==> src/rtl/wb_arbiter.sv <==
// Writeback arbiter: merges ALU/LSU results into one in-order FIFO feeding the regfile write port.
// Optional same-cycle forwarding from pending writes is enabled by defining WB_FWD_EN.
module wb_arbiter #(
    parameter int XW    = 32,
    parameter int DEPTH = 4
) (
    input  logic          clk,
    input  logic          rst,
    input  logic          lsu_valid_ip,
    output logic          lsu_ready_op,
    input  logic [4:0]    lsu_addr_ip,
    input  logic [XW-1:0] lsu_data_ip,
    input  logic          alu_valid_ip,
    output logic          alu_ready_op,
    input  logic [4:0]    alu_addr_ip,
    input  logic [XW-1:0] alu_data_ip,
    output logic          wr_en_op,
    output logic [4:0]    wr_addr_op,
    output logic [XW-1:0] wr_data_op,
    output logic          busy_op,
    input  logic [4:0]    rs1_addr_ip,
    input  logic [4:0]    rs2_addr_ip,
    output logic          fwd1_hit_op,
    output logic [XW-1:0] fwd1_data_op,
    output logic          fwd2_hit_op,
    output logic [XW-1:0] fwd2_data_op
);
    localparam int PW = $clog2(DEPTH);
    localparam int CW = PW + 1;

    typedef struct packed {
        logic [4:0]    addr;
        logic [XW-1:0] data;
    } entry_t;

    entry_t        mem [DEPTH];
    logic [PW-1:0] wptr_reg, rptr_reg;
    logic [CW-1:0] count_reg, count_next;
    logic          lsu_ready_reg, alu_ready_reg;
    logic          wr_en_reg;
    logic [4:0]    wr_addr_reg;
    logic [XW-1:0] wr_data_reg;

    logic          lsu_push, alu_push, pop;
    logic [PW-1:0] alu_wptr;

    // A handshake to x0 still completes, it just never reaches the FIFO.
    assign lsu_push = lsu_valid_ip && lsu_ready_reg && (lsu_addr_ip != 5'd0);
    assign alu_push = alu_valid_ip && alu_ready_reg && (alu_addr_ip != 5'd0);
    assign pop      = (count_reg != '0);
    assign alu_wptr = wptr_reg + PW'(lsu_push);

    always_comb begin
        count_next = count_reg;
        count_next = count_reg + CW'(lsu_push) + CW'(alu_push) - CW'(pop);
    end

    always_ff @(posedge clk or posedge rst) begin
        if (rst) begin
            wptr_reg      <= '0;
            rptr_reg      <= '0;
            count_reg     <= '0;
            lsu_ready_reg <= 1'b0;
            alu_ready_reg <= 1'b0;
            wr_en_reg     <= 1'b0;
            wr_addr_reg   <= '0;
            wr_data_reg   <= '0;
        end else begin
            wptr_reg      <= wptr_reg + PW'(lsu_push) + PW'(alu_push);
            count_reg     <= count_next;
            // ALU needs two free slots so a simultaneous LSU+ALU push always fits.
            lsu_ready_reg <= (count_next <= CW'(DEPTH - 1));
            alu_ready_reg <= (count_next <= CW'(DEPTH - 2));
            wr_en_reg     <= pop;
            if (pop) begin
                rptr_reg    <= rptr_reg + PW'(1);
                wr_addr_reg <= mem[rptr_reg].addr;
                wr_data_reg <= mem[rptr_reg].data;
            end
        end
    end

    // Storage needs no reset: occupancy is tracked by the pointers and count.
    always_ff @(posedge clk) begin
        if (lsu_push) mem[wptr_reg] <= '{addr: lsu_addr_ip, data: lsu_data_ip};
        if (alu_push) mem[alu_wptr] <= '{addr: alu_addr_ip, data: alu_data_ip};
    end

    assign lsu_ready_op = lsu_ready_reg;
    assign alu_ready_op = alu_ready_reg;
    assign wr_en_op     = wr_en_reg;
    assign wr_addr_op   = wr_addr_reg;
    assign wr_data_op   = wr_data_reg;
    assign busy_op      = pop || wr_en_reg;

`ifdef WB_FWD_EN
    logic [XW-1:0]    slot_data [DEPTH];
    logic [DEPTH-1:0] hit1_vec, hit2_vec;

    // Slot gi is the gi-th oldest occupied entry counting from the head.
    for (genvar gi = 0; gi < DEPTH; gi++) begin : g_slot
        logic [PW-1:0] idx;
        logic          occ;
        assign idx           = rptr_reg + PW'(gi);
        assign occ           = (CW'(gi) < count_reg);
        assign slot_data[gi] = mem[idx].data;
        assign hit1_vec[gi]  = occ && (mem[idx].addr == rs1_addr_ip);
        assign hit2_vec[gi]  = occ && (mem[idx].addr == rs2_addr_ip);
    end

    always_comb begin
        fwd1_hit_op  = 1'b0;
        fwd1_data_op = '0;
        fwd2_hit_op  = 1'b0;
        fwd2_data_op = '0;
        if (wr_en_reg && (wr_addr_reg == rs1_addr_ip)) begin
            fwd1_hit_op  = 1'b1;
            fwd1_data_op = wr_data_reg;
        end
        if (wr_en_reg && (wr_addr_reg == rs2_addr_ip)) begin
            fwd2_hit_op  = 1'b1;
            fwd2_data_op = wr_data_reg;
        end
        // Later (younger) slots override older ones.
        for (int i = 0; i < DEPTH; i++) begin
            if (hit1_vec[i]) begin
                fwd1_hit_op  = 1'b1;
                fwd1_data_op = slot_data[i];
            end
            if (hit2_vec[i]) begin
                fwd2_hit_op  = 1'b1;
                fwd2_data_op = slot_data[i];
            end
        end
        if (rs1_addr_ip == 5'd0) begin
            fwd1_hit_op  = 1'b0;
            fwd1_data_op = '0;
        end
        if (rs2_addr_ip == 5'd0) begin
            fwd2_hit_op  = 1'b0;
            fwd2_data_op = '0;
        end
    end
`else
    logic unused_rs;
    assign unused_rs    = ^{rs1_addr_ip, rs2_addr_ip};
    assign fwd1_hit_op  = 1'b0;
    assign fwd1_data_op = '0;
    assign fwd2_hit_op  = 1'b0;
    assign fwd2_data_op = '0;
`endif

endmodule

==> config.mk <==
export PLATFORM = sky130hd
export DESIGN_NAME = wb_arbiter
export DESIGN_NICKNAME = d
export VERILOG_FILES = /design/src/rtl/wb_arbiter.sv
export SDC_FILE = /design/constraint.sdc
export NUM_CORES = 1
export LEC_CHECK = 0
export ABC_AREA = 1
export ABC_CLOCK_PERIOD_IN_PS = 4140
export CAP_MARGIN = 15
export CORE_MARGIN = 2
export CORE_UTILIZATION = 45
export CTS_BUF_LIST = sky130_fd_sc_hd__clkbuf_4
export DETAILED_ROUTE_END_ITERATION = 12
export DONT_BUFFER_PORTS = 1
export GPL_TIMING_DRIVEN = 1
export PLACE_DENSITY = 0.56
export SYNTH_ARGS = -nofsm -noshare
export SYNTH_HDL_FRONTEND = slang
export SYNTH_SLANG_ARGS = --single-unit
==> constraint.sdc <==
create_clock -name clk -period 4.14 [get_ports clk]
set_input_delay 0.828 -clock clk [delete_from_list [all_inputs] [get_ports clk]]
set_output_delay 0.828 -clock clk [all_outputs]
set_load 0.03 [all_outputs]
==> results.ini, run 1 <==
[clocking]
numCtsBuffers = 17
clk_path_buf_depth = 2
cts_resized = 0
worstSkewPairLatency_ns = 0.62
cts.clk_slew.worst_paths_ns = 0.16
clock-sinks = 195
ctsHoldBuffers = 0
cts-root-buf = clkbuf_4
cts_tree = done
postCtsSetupBuffers = 0
htree_levels = 4

[timing]
setup_viol = 0
final.min_clock_period_ns = 2.74
max_freq_mhz = 365
slew_headroom = 0.269
setup_tns_ns = 0
clock_skew_ns = 0.0309
worst_slew_pin_slew_ns = 1.09
rsz0062_at_grt = no
final_max_slew_viol_count = 0
finalHoldViolCount = 0
fin_crit_sh = 0.662

[routing]
totalWireLength_microns = 28500
drtIter0Drc = 673
viasPerCell = 5.31
wl_per_cell_microns = 18.7
dr.pass1.iters = 7
antenna_left = 0
via_count = 8068
drc = 0

[power_and_ir_drop]
combPwrFrac = 0.429
leakage_uw = 0.00469
p_switching_uw = 3870
p_int_uw = 4050
ir_drop_mv = 0.552
p_sw_frac = 0.488
pwr_density_cell_nw_per_um2 = 739
seq_power_share = 0.444
power_frac_clock = 0.127
power_uw = 7930

[floorplan]
dieWidth_microns = 158
dieArea_sq_um = 24800
rows = 56
num_io_pins = 195
fp.dieH_microns = 158
initial_utilization = 0.455
core-area_sq_um = 23300

[worst_setup_path]
crit_fanout = 17
worst_setup_path_start_kind = flip-flop
required_ns = 3.31
end_kind = output pin
crit_family = simple AND/OR/NAND/NOR gates
critPathBufInv = 1
arrival_ns = 1.91
crit_chain = nor2_1 -> nand2_2 -> buf_4 -> or2_2
max_stage_delay_ns = 0.44
rr_startpoint = lsu_ready_op$_DFF_PP0_
crit_path_top_delay_cell = dfrtp_1
critPathLaunch = count_reg[1]$_DFF_PP0_
critPathKind = reg2out

[place]
dpl.hpwl_microns = 15700
gp_congestion = 0.751
portBuffers = 0

[synthesis]
synth_ff_type = edfxtp_1
synth-seq-cells = 195
postSynthAreaPerCell_sq_um = 8.56
synth_async_sr_flop_share = 0.241
syn_area_sq_um = 10600
yosys_warnings = 0
synth-edff-count = 148
yosysUniqueCellTypes = 26
syn-instance-count = 1239
ys_seq_area_frac = 0.530

[layout]
drive_above_1_share = 0.0675
syn_to_final_growth_pct = 1.12
largest-register = mem
nets = 1280
largest_reg_flops = 148

[grt]
grt_pass1_vias = 7553
grt-ovfl-total = 0
antenna_found_initial = 1
grt_max_degree = 77
track_usage = 0.234
grt_pass1_wl_microns = 43200

[job]
drv_cap = 0

[outcome]
outcome = completed

[hold_path]
hold_path_class = in2async

==> synth_stat cells (10+ instances only) <==
cell / instances / area, sq um
edfxtp_1: 148 / 4440
buf_4: 83 / 623
buf_6: 17 / 191
buf_1: 10 / 37.5
nand2_1: 461 / 1730
dfrtp_1: 47 / 1180
nor2_1: 155 / 582
buf_2: 24 / 120
o21ai_1: 16 / 80.1
o21ai_0: 62 / 310
inv_1: 12 / 45.0
nand4_1: 148 / 926
clkbuf_1: 29 / 109
==> worst reg2reg max path: cells and delay by family, from the launching register on <==
family / cells / cell delay [ns]
flops: 1 / 0.53
compound gates: 1 / 0.42
fa+ha+maj: 1 / 0.43
simple gates: 4 / 0.46
buf+inv: 4 / 0.56
==> placed cells by master, fill, tap and decap left out, drive strengths merged <==
master    instances
buf              27
bufinv            1
clkbuf           17
clkinv            7
clkinvlp          2
conb             66
dfrtp            47
diode             1
edfxtp          148
fa                2
ha                3
inv              22
nand2           462
nand3             4
nand3b            1
nand4           148
nor2            159
nor3              1
o21ai            78
or2               1
xor2              4
==> per-stage QoR <==
step | std cells | util | worst slack [ns] | hold slack (ns) | instance area (sq um)
floorplan | 1304 | - | -0.0278 | 0.506 | 10800
global placement | 1487 | 0.448 | 1.06 | 0.530 | 10500
detailed placement | 1487 | 0.448 | 1.03 | 0.530 | 10500
CTS | 1519 | 0.460 | 1.37 | 0.162 | 10700
global route | 1520 | 0.460 | 1.24 | 0.171 | 10700
finish | 1520 | 0.460 | 1.40 | 0.156 | 10700
==> power by group through the flow <==
stage / sequential (uW) / combinational [uW] / clock (uW)
global placement: 3570 / 3380 / 0
finish: 3520 / 3400 / 1000
CTS: 3530 / 3410 / 1020
floorplan: 3550 / 2580 / 0
global route: 3580 / 3810 / 1090
detailed placement: 3570 / 3400 / 0
==> cell type report <==
cell class,count,area (sq um)
inverter,17,66.3
clock inverter,15,131
multi-input combinational,929,4150
sequential,195,5620
tap,319,399
timing repair buffer,27,228
fill,2263,12600
antenna,1,2.50
clock buffer,17,128
==> kinds of logic after synthesis <==
| logic type | count (synthesis) | share of synthesized area |
|---|---|---|
| AOI/OAI and AO/OA | 78 | 0.0368 |
| xor gates and xnor gates | 4 | 0.00330 |
| adders and majority gates | 5 | 0.00732 |
| buffers and inverters | 180 | 0.108 |
| DFF | 195 | 0.530 |
| other | 1 | 0.000354 |
| and+or+nand+nor | 776 | 0.314 |
==> metal layers <==
metal / wire length, microns / up-vias / track usage
li1: - / 3932 / -
met1: 12200 / 3762 / 0.309
met2: 13500 / 324 / 0.379
met3: 2190 / 50 / 0.0493
met4: 589 / 0 / 0.0909
met5: 0 / - / 0
==> worst paths after layout <==
kind,end,slack (ns),cells past startpoint
min reg2reg,wr_data_op[3]$_DFFE_PP0P_,0.56,4
max reg2reg,mem[3][6]$_DFFE_PP_,1.46,10
min,wr_data_op[21]$_DFFE_PP0P_,0.16,1
min in group clk,mem[1][17]$_DFFE_PP_,0.37,2
max,busy_op,1.40,4
max in group asynchronous,rptr_reg[1]$_DFFE_PP0P_,3.15,2
Note: power is estimated with default switching activity, not from simulation.
==> inputs of run 2 (changes only) <==
--- a/config.mk
+++ b/config.mk
@@ -6,7 +6,7 @@
 export NUM_CORES = 1
 export LEC_CHECK = 0
 export ABC_AREA = 1
-export ABC_CLOCK_PERIOD_IN_PS = 4140
+export ABC_CLOCK_PERIOD_IN_PS = 2790
 export CAP_MARGIN = 15
 export CORE_MARGIN = 2
 export CORE_UTILIZATION = 45
==> constraint.sdc (replaced) <==
create_clock -name clk -period 2.79 [get_ports clk]
set_input_delay 0.558 -clock clk [delete_from_list [all_inputs] [get_ports clk]]
set_output_delay 0.558 -clock clk [all_outputs]
set_load 0.03 [all_outputs]
==> run 2 against run 1 <==
Net effect:
- die area is the same
- largest power group is now combinational logic
- hold slack worse by 0.015 ns
- sequential share of layout area down 0.91 points
- non-clock buffer count increased by 8
- critical path type unchanged
- flip-flop and latch count unchanged
- wire length up 2.2%
- utilization up 0.81 points
- global-route usage grew 0.63 points
- combinational power rose by 57%
- first-iteration DRC count fell by 17%
- register-to-register slack worse by 1.1 ns
==> results.ini, run 2 (synthesized netlist as in run 1, its figures left out) <==
[outcome]
outcome = completed  ; unchanged

[floorplan]
core-area_sq_um = 23300  ; unchanged
initial_utilization = 0.455  ; unchanged
fp.dieH_microns = 158  ; unchanged
dieWidth_microns = 158  ; unchanged
dieArea_sq_um = 24800  ; unchanged
num_io_pins = 195  ; unchanged
rows = 56  ; unchanged

[layout]
largest-register = mem  ; unchanged
nets = 1288  ; was 1280
finalNonFillerCells = 1528  ; was 1520
stdcell_area_sq_um = 10900  ; was 10700 sq um
largest_reg_flops = 148  ; unchanged
layout_common_cells = 460 x nand2_1, 155 x nor2_1, 148 x nand4_1, 148 x edfxtp_1, 66 x conb_1  ; unchanged
layout_commonest_cell = nand2_1  ; unchanged
drive_above_1_share = 0.0737  ; was 0.0675
syn_to_final_growth_pct = 2.90  ; was 1.12%
register_area_sq_um = 5620  ; unchanged
multi_input_comb_area_sq_um = 4150  ; unchanged
n_fill_cell = 2224  ; was 2263

[worst_setup_path]
arrival_ns = 1.84  ; was 1.91 ns
critPathBufInv = 1  ; unchanged
required_ns = 2.23  ; was 3.31 ns
end_kind = output pin  ; unchanged
rr_startpoint = alu_ready_op$_DFF_PP0_  ; was lsu_ready_op$_DFF_PP0_
rrSetupSlack_ns = 0.40  ; was 1.46 ns
worst_setup_path_start_kind = flip-flop  ; unchanged
rr_worst_depth = 7  ; was 10
crit_chain = nor2_1 -> nand2_2 -> buf_4 -> or2_2  ; unchanged
r2r_end = mem[1][26]$_DFFE_PP_  ; was mem[3][6]$_DFFE_PP_
crit_fanout = 15  ; was 17
max_stage_delay_ns = 0.44  ; about the same
critPathKind = reg2out  ; unchanged
crit_family = simple AND/OR/NAND/NOR gates  ; unchanged
crit_path_top_delay_cell = dfrtp_1  ; unchanged

[clocking]
clock-sinks = 195  ; unchanged
cts-root-buf = clkbuf_4  ; unchanged
cts_resized = 0  ; unchanged
worstSkewPairLatency_ns = 0.58  ; was 0.62 ns
cts_tree = done  ; unchanged
clk_path_buf_depth = 2  ; unchanged
numCtsBuffers = 17  ; unchanged
cts.clk_slew.worst_paths_ns = 0.16  ; about the same
htree_levels = 4  ; unchanged

[grt]
grt_pass1_vias = 7950  ; was 7553
antenna_found_initial = 1  ; unchanged
track_usage = 0.240  ; was 0.234
gr-usage-met1 = 0.310  ; was 0.309
grt-ovfl-total = 0  ; unchanged
grt_use_met2 = 0.397  ; was 0.379
grt_max_degree = 153  ; was 77
grt_pass1_wl_microns = 44800  ; was 43200 microns
grt_busiest_layer = met2  ; unchanged
use_met3 = 0.0496  ; was 0.0493

[place]
portBuffers = 0  ; unchanged
placedCellCount = 1494  ; was 1487
dpl.hpwl_microns = 16300  ; was 15700 microns
dpl_cell_area_sq_um = 10600  ; was 10500 sq um
gp_congestion = 0.773  ; was 0.751

[routing]
totalWireLength_microns = 29100  ; was 28500 microns
dr.pass1.iters = 5  ; was 7
antenna_left = 0  ; unchanged
wl_per_cell_microns = 19.0  ; was 18.7 microns
via_count = 8154  ; was 8068
drtIter0Drc = 557  ; was 673
drc = 0  ; unchanged
viasPerCell = 5.34  ; was 5.31

[hold_path]
hold_start = lsu_data_ip[8]
hold_path_class = in2reg  ; was in2async
worstHoldEndpoint = mem[1][8]$_DFFE_PP_
min_path_cells = 2

[power_and_ir_drop]
leakage_uw = 0.00477  ; was 0.00469 uW
ir_drop_mv = 0.976  ; was 0.552 mV
pwr_density_cell_nw_per_um2 = 1120  ; was 739 nW/um^2
power_uw = 12200  ; was 7930 uW

[timing]
final_max_slew_viol_count = 0  ; unchanged
worst_slew_pin_slew_ns = 0.925  ; was 1.09 ns
max_freq_mhz = 418
final.min_clock_period_ns = 2.40
rsz0062_at_grt = no  ; unchanged
fin_crit_sh = 0.858
slew_headroom = 0.383  ; was 0.269
setup_viol = 0  ; unchanged
clock_skew_ns = 0.0276  ; was 0.0309 ns
finalHoldViolCount = 0  ; unchanged

[job]
drv_cap = 0  ; unchanged

==> run 2: cell types whose count changed in the layout (fill, tap and decap cells not counted), moves of 2 or more <==
cell	change
bufinv_16	+2
clkinv_4	-2
clkbuf_4	+2
buf_12	+7
==> run 2: worst max path at each step <==
stage,startpoint,endpoint,depth (start not counted)
after floorplan,lsu_addr_ip[1],mem[2][0]$_DFFE_PP_,10
after global placement,lsu_addr_ip[1],mem[1][30]$_DFFE_PP_,10
after detailed placement,lsu_addr_ip[1],mem[1][26]$_DFFE_PP_,11
after CTS,count_reg[1]$_DFF_PP0_,busy_op,4
after global routing,count_reg[1]$_DFF_PP0_,busy_op,4
final,count_reg[1]$_DFF_PP0_,busy_op,4
==> run 2: timing repair <==
action	4_1_cts	5_1_grt
hold buffers	1	0
endpoints found under the setup margin	0	0
hold endpoints to repair	13	0
buffers inserted	0	0
==> run 2: area by class of cell <==
class                   instances  share of cell area
clock buffers                  19              0.0131
well taps                     319              0.0366
clock inverters                13              0.0142
multi-input cells             929               0.380
flip-flops and latches        195               0.515
repair buffers                 35              0.0346
inverters                      17             0.00608
diodes                          1            0.000229
==> run 2: metrics by stage <==
| stage | util | TNS [ns] | setup WS [ns] | hold WS, ns |
|---|---|---|---|---|
| final | 0.468 | 0 | 0.395 | 0.140 |
| after global routing | 0.468 | 0 | 0.262 | 0.0950 |
| after CTS | 0.468 | 0 | 0.334 | 0.0920 |
| after detailed placement | 0.454 | 0 | 0.173 | 0.428 |
| after global placement | 0.454 | 0 | 0.173 | 0.420 |
| after floorplan | - | -3.99 | -0.0764 | 0.506 |
==> run 2: where the power goes <==
| group | total [uW] | switching, uW | internal [uW] |
|---|---|---|---|
| combinational | 5340 | 3900 | 1440 |
| sequential | 5210 | 927 | 4280 |
| clock | 1620 | 980 | 641 |
==> run 2: worst register-to-register path, stage by stage (launching register included) <==
cell	delay, ns
dfrtp_1	0.56
nand2_1	0.15
inv_4	0.09
buf_12	0.46
nand3_2	0.32
buf_4	0.36
nand2_1	0.15
nand2_1	0.07
==> run 2: routing by layer <==
layer	routed length (microns)	part of all wire
met5	0	0
met4	542	0.019
met3	2050	0.070
met2	14100	0.48
met1	12400	0.43
==> inputs of run 3 (changes only) <==
--- a/config.mk
+++ b/config.mk
@@ -8,6 +8,7 @@
 export ABC_AREA = 1
 export ABC_CLOCK_PERIOD_IN_PS = 2790
 export CAP_MARGIN = 15
+export CORE_ASPECT_RATIO = 1.25
 export CORE_MARGIN = 2
 export CORE_UTILIZATION = 45
 export CTS_BUF_LIST = sky130_fd_sc_hd__clkbuf_4
==> run 3 against run 2 <==
Net effect:
- cell area is 0.29% lower
- critical path type unchanged
- power is 1.3% lower
- largest power group unchanged
- clock skew is 0.0014 ns lower
==> results.ini, run 3 (synthesized netlist as in run 1, its figures left out) <==
[outcome]
outcome = completed  ; unchanged

[layout]
largest-register = mem  ; unchanged
n_fill_cell = 2217  ; was 2224
drive_above_1_share = 0.0753  ; was 0.0737
syn_to_final_growth_pct = 2.61  ; was 2.90%
nets = 1289  ; was 1288
layout_commonest_cell = nand2_1  ; unchanged
finalNonFillerCells = 1498  ; was 1528
layout_common_cells = 460 x nand2_1, 155 x nor2_1, 148 x nand4_1, 148 x edfxtp_1, 66 x conb_1  ; unchanged
final_util = 0.472  ; was 0.468
largest_reg_flops = 148  ; unchanged

[floorplan]
core-area_sq_um = 23000  ; was 23300 sq um
dieWidth_microns = 141  ; was 158 microns
fp.dieH_microns = 176  ; was 158 microns
num_io_pins = 195  ; unchanged
initial_utilization = 0.460  ; was 0.455
dieArea_sq_um = 24800  ; about the same
rows = 62  ; was 56

[clocking]
cts-root-buf = clkbuf_4  ; unchanged
clk_path_buf_depth = 2  ; unchanged
cts_tree = done  ; unchanged
clock-sinks = 195  ; unchanged
postCtsSetupBuffers = 0  ; unchanged
htree_levels = 4  ; unchanged
cts.clk_slew.worst_paths_ns = 0.17  ; was 0.16 ns
numCtsBuffers = 17  ; unchanged
worstSkewPairLatency_ns = 0.60  ; was 0.58 ns

[timing]
rsz0062_at_grt = no  ; unchanged
timing.hold.ws_ns = 0.115  ; was 0.140 ns
final_max_slew_viol_count = 0  ; unchanged
clock_skew_ns = 0.0262  ; was 0.0276 ns
max_freq_mhz = 396  ; was 418 MHz
fin_crit_sh = 0.905  ; was 0.858
slew_headroom = 0.393  ; was 0.383
setup_viol = 0  ; unchanged
final.min_clock_period_ns = 2.53  ; was 2.40 ns
worst_slew_pin_slew_ns = 0.910  ; was 0.925 ns
finalHoldViolCount = 0  ; unchanged
setup_tns_ns = 0  ; unchanged
worst_slack_ns = 0.265  ; was 0.395 ns

[worst_setup_path]
end_kind = output pin  ; unchanged
crit_fanout = 42  ; was 15
max_stage_delay_ns = 0.45  ; was 0.44 ns
critPathKind = reg2out  ; unchanged
critPathLaunch = count_reg[1]$_DFF_PP0_  ; unchanged
worst_setup_path_start_kind = flip-flop  ; unchanged
crit_path_top_delay_cell = dfrtp_1  ; unchanged
rrSetupSlack_ns = 0.43  ; was 0.40 ns
required_ns = 2.23  ; about the same
rr_worst_depth = 7  ; unchanged
r2r_end = mem[2][21]$_DFFE_PP_  ; was mem[1][26]$_DFFE_PP_
crit_chain = nor2_1 -> nand2_2 -> buf_6 -> or2_2  ; was nor2_1 -> nand2_2 -> buf_4 -> or2_2
arrival_ns = 1.97  ; was 1.84 ns
rr_startpoint = alu_ready_op$_DFF_PP0_  ; unchanged

[grt]
grt_pass1_vias = 8012  ; was 7950
track_usage = 0.236  ; was 0.240
grt_pass1_wl_microns = 44400  ; was 44800 microns
grt_max_degree = 153  ; unchanged
grt-ovfl-total = 0  ; unchanged
antenna_found_initial = 1  ; unchanged
grt_busiest_layer = met2  ; unchanged
gr-usage-met1 = 0.286  ; was 0.310
use_met3 = 0.0600  ; was 0.0496
grt_use_met2 = 0.407  ; was 0.397

[place]
placedCellCount = 1464  ; was 1494
portBuffers = 0  ; unchanged
dpl.hpwl_microns = 16300  ; about the same
place_ws_ns = 0.194  ; was 0.173 ns
gp_congestion = 0.773  ; about the same

[routing]
drtIter0Drc = 667  ; was 557
wl_per_cell_microns = 19.1  ; was 19.0 microns
via_count = 8228  ; was 8154
viasPerCell = 5.49  ; was 5.34
drc = 0  ; unchanged
antenna_left = 0  ; unchanged
totalWireLength_microns = 28600  ; was 29100 microns
dr.pass1.iters = 5  ; unchanged

[hold_path]
worstHoldEndpoint = mem[0][14]$_DFFE_PP_  ; was mem[1][8]$_DFFE_PP_
min_path_cells = 2  ; unchanged
hold_path_class = in2reg  ; unchanged
hold_start = lsu_data_ip[14]  ; was lsu_data_ip[8]

[job]
drv_cap = 0  ; unchanged

[power_and_ir_drop]
pwr_density_cell_nw_per_um2 = 1100  ; was 1120 nW/um^2
leakage_uw = 0.00476  ; was 0.00477 uW
ir_drop_mv = 0.890  ; was 0.976 mV

-- run 3: changes by cell type in the layout (fill, tap and decap cells not counted) --
cell        previous run  this run
inv_6                  3         4
buf_6                  0         1
buf_12                 9        11
clkinv_2               4         1
clkinv_1               1         0
bufinv_16              3         1
clkinv_4               0         3
buf_4                 25        23
clkinvlp_4             2         4
-- run 3: report_power, final --
part           switching (uW)  internal [uW]  leakage, uW
combinational            3830           1480      0.00271
sequential                927           4280      0.00191
clock                    1020            475     0.000137
total                    5780           6230      0.00476
-- run 3: how the worst max path moves through the flow --
stage,slack [ns],cells after the start,to
6_report,0.26,4,busy_op
5_1_grt,0.09,4,busy_op
4_1_cts,0.12,4,busy_op
3_5_place_dp,0.19,10,mem[3][16]$_DFFE_PP_
3_3_place_gp,0.27,10,mem[3][10]$_DFFE_PP_
2_1_floorplan,-0.08,10,mem[2][0]$_DFFE_PP_
-- run 3: layer usage --
metal	wire, microns	part of all wire
met1	11700	0.41
met5	0	0
met4	672	0.024
met3	1960	0.068
met2	14200	0.50
-- run 3: worst max-delay path, delay by kind of cell (launching register included) --
kind / cells / cell delay (ns)
buf+inv: 1 / 0.24
flops: 1 / 0.45
simple gates: 3 / 0.67
-- run 3: through the flow --
step	cell area, sq um	power (uW)
3_5_place_dp	10600	10700
5_1_grt	10900	12900
2_1_floorplan	10900	9100
4_1_cts	10900	12100
6_report	10900	12000
3_3_place_gp	10600	10600
-- run 3: what timing repair did --
item / 4_1_cts / 5_1_grt
setup endpoints to repair: 0 / 1
endpoints found under the hold margin: 18 / 0
hold buffers: 1 / 0
gates resized for setup: 0 / 1
-- run 3: layout make-up --
class / count / area (sq um) / area share
clock inverters: 13 / 126 / 0.0116
flip-flops and latches: 195 / 5620 / 0.517
inverters: 17 / 66.3 / 0.00609
repair buffers: 36 / 414 / 0.0381
well taps: 288 / 360 / 0.0331
multi-input cells: 929 / 4150 / 0.381
clock buffers: 19 / 143 / 0.0131
diodes: 1 / 2.50 / 0.000230
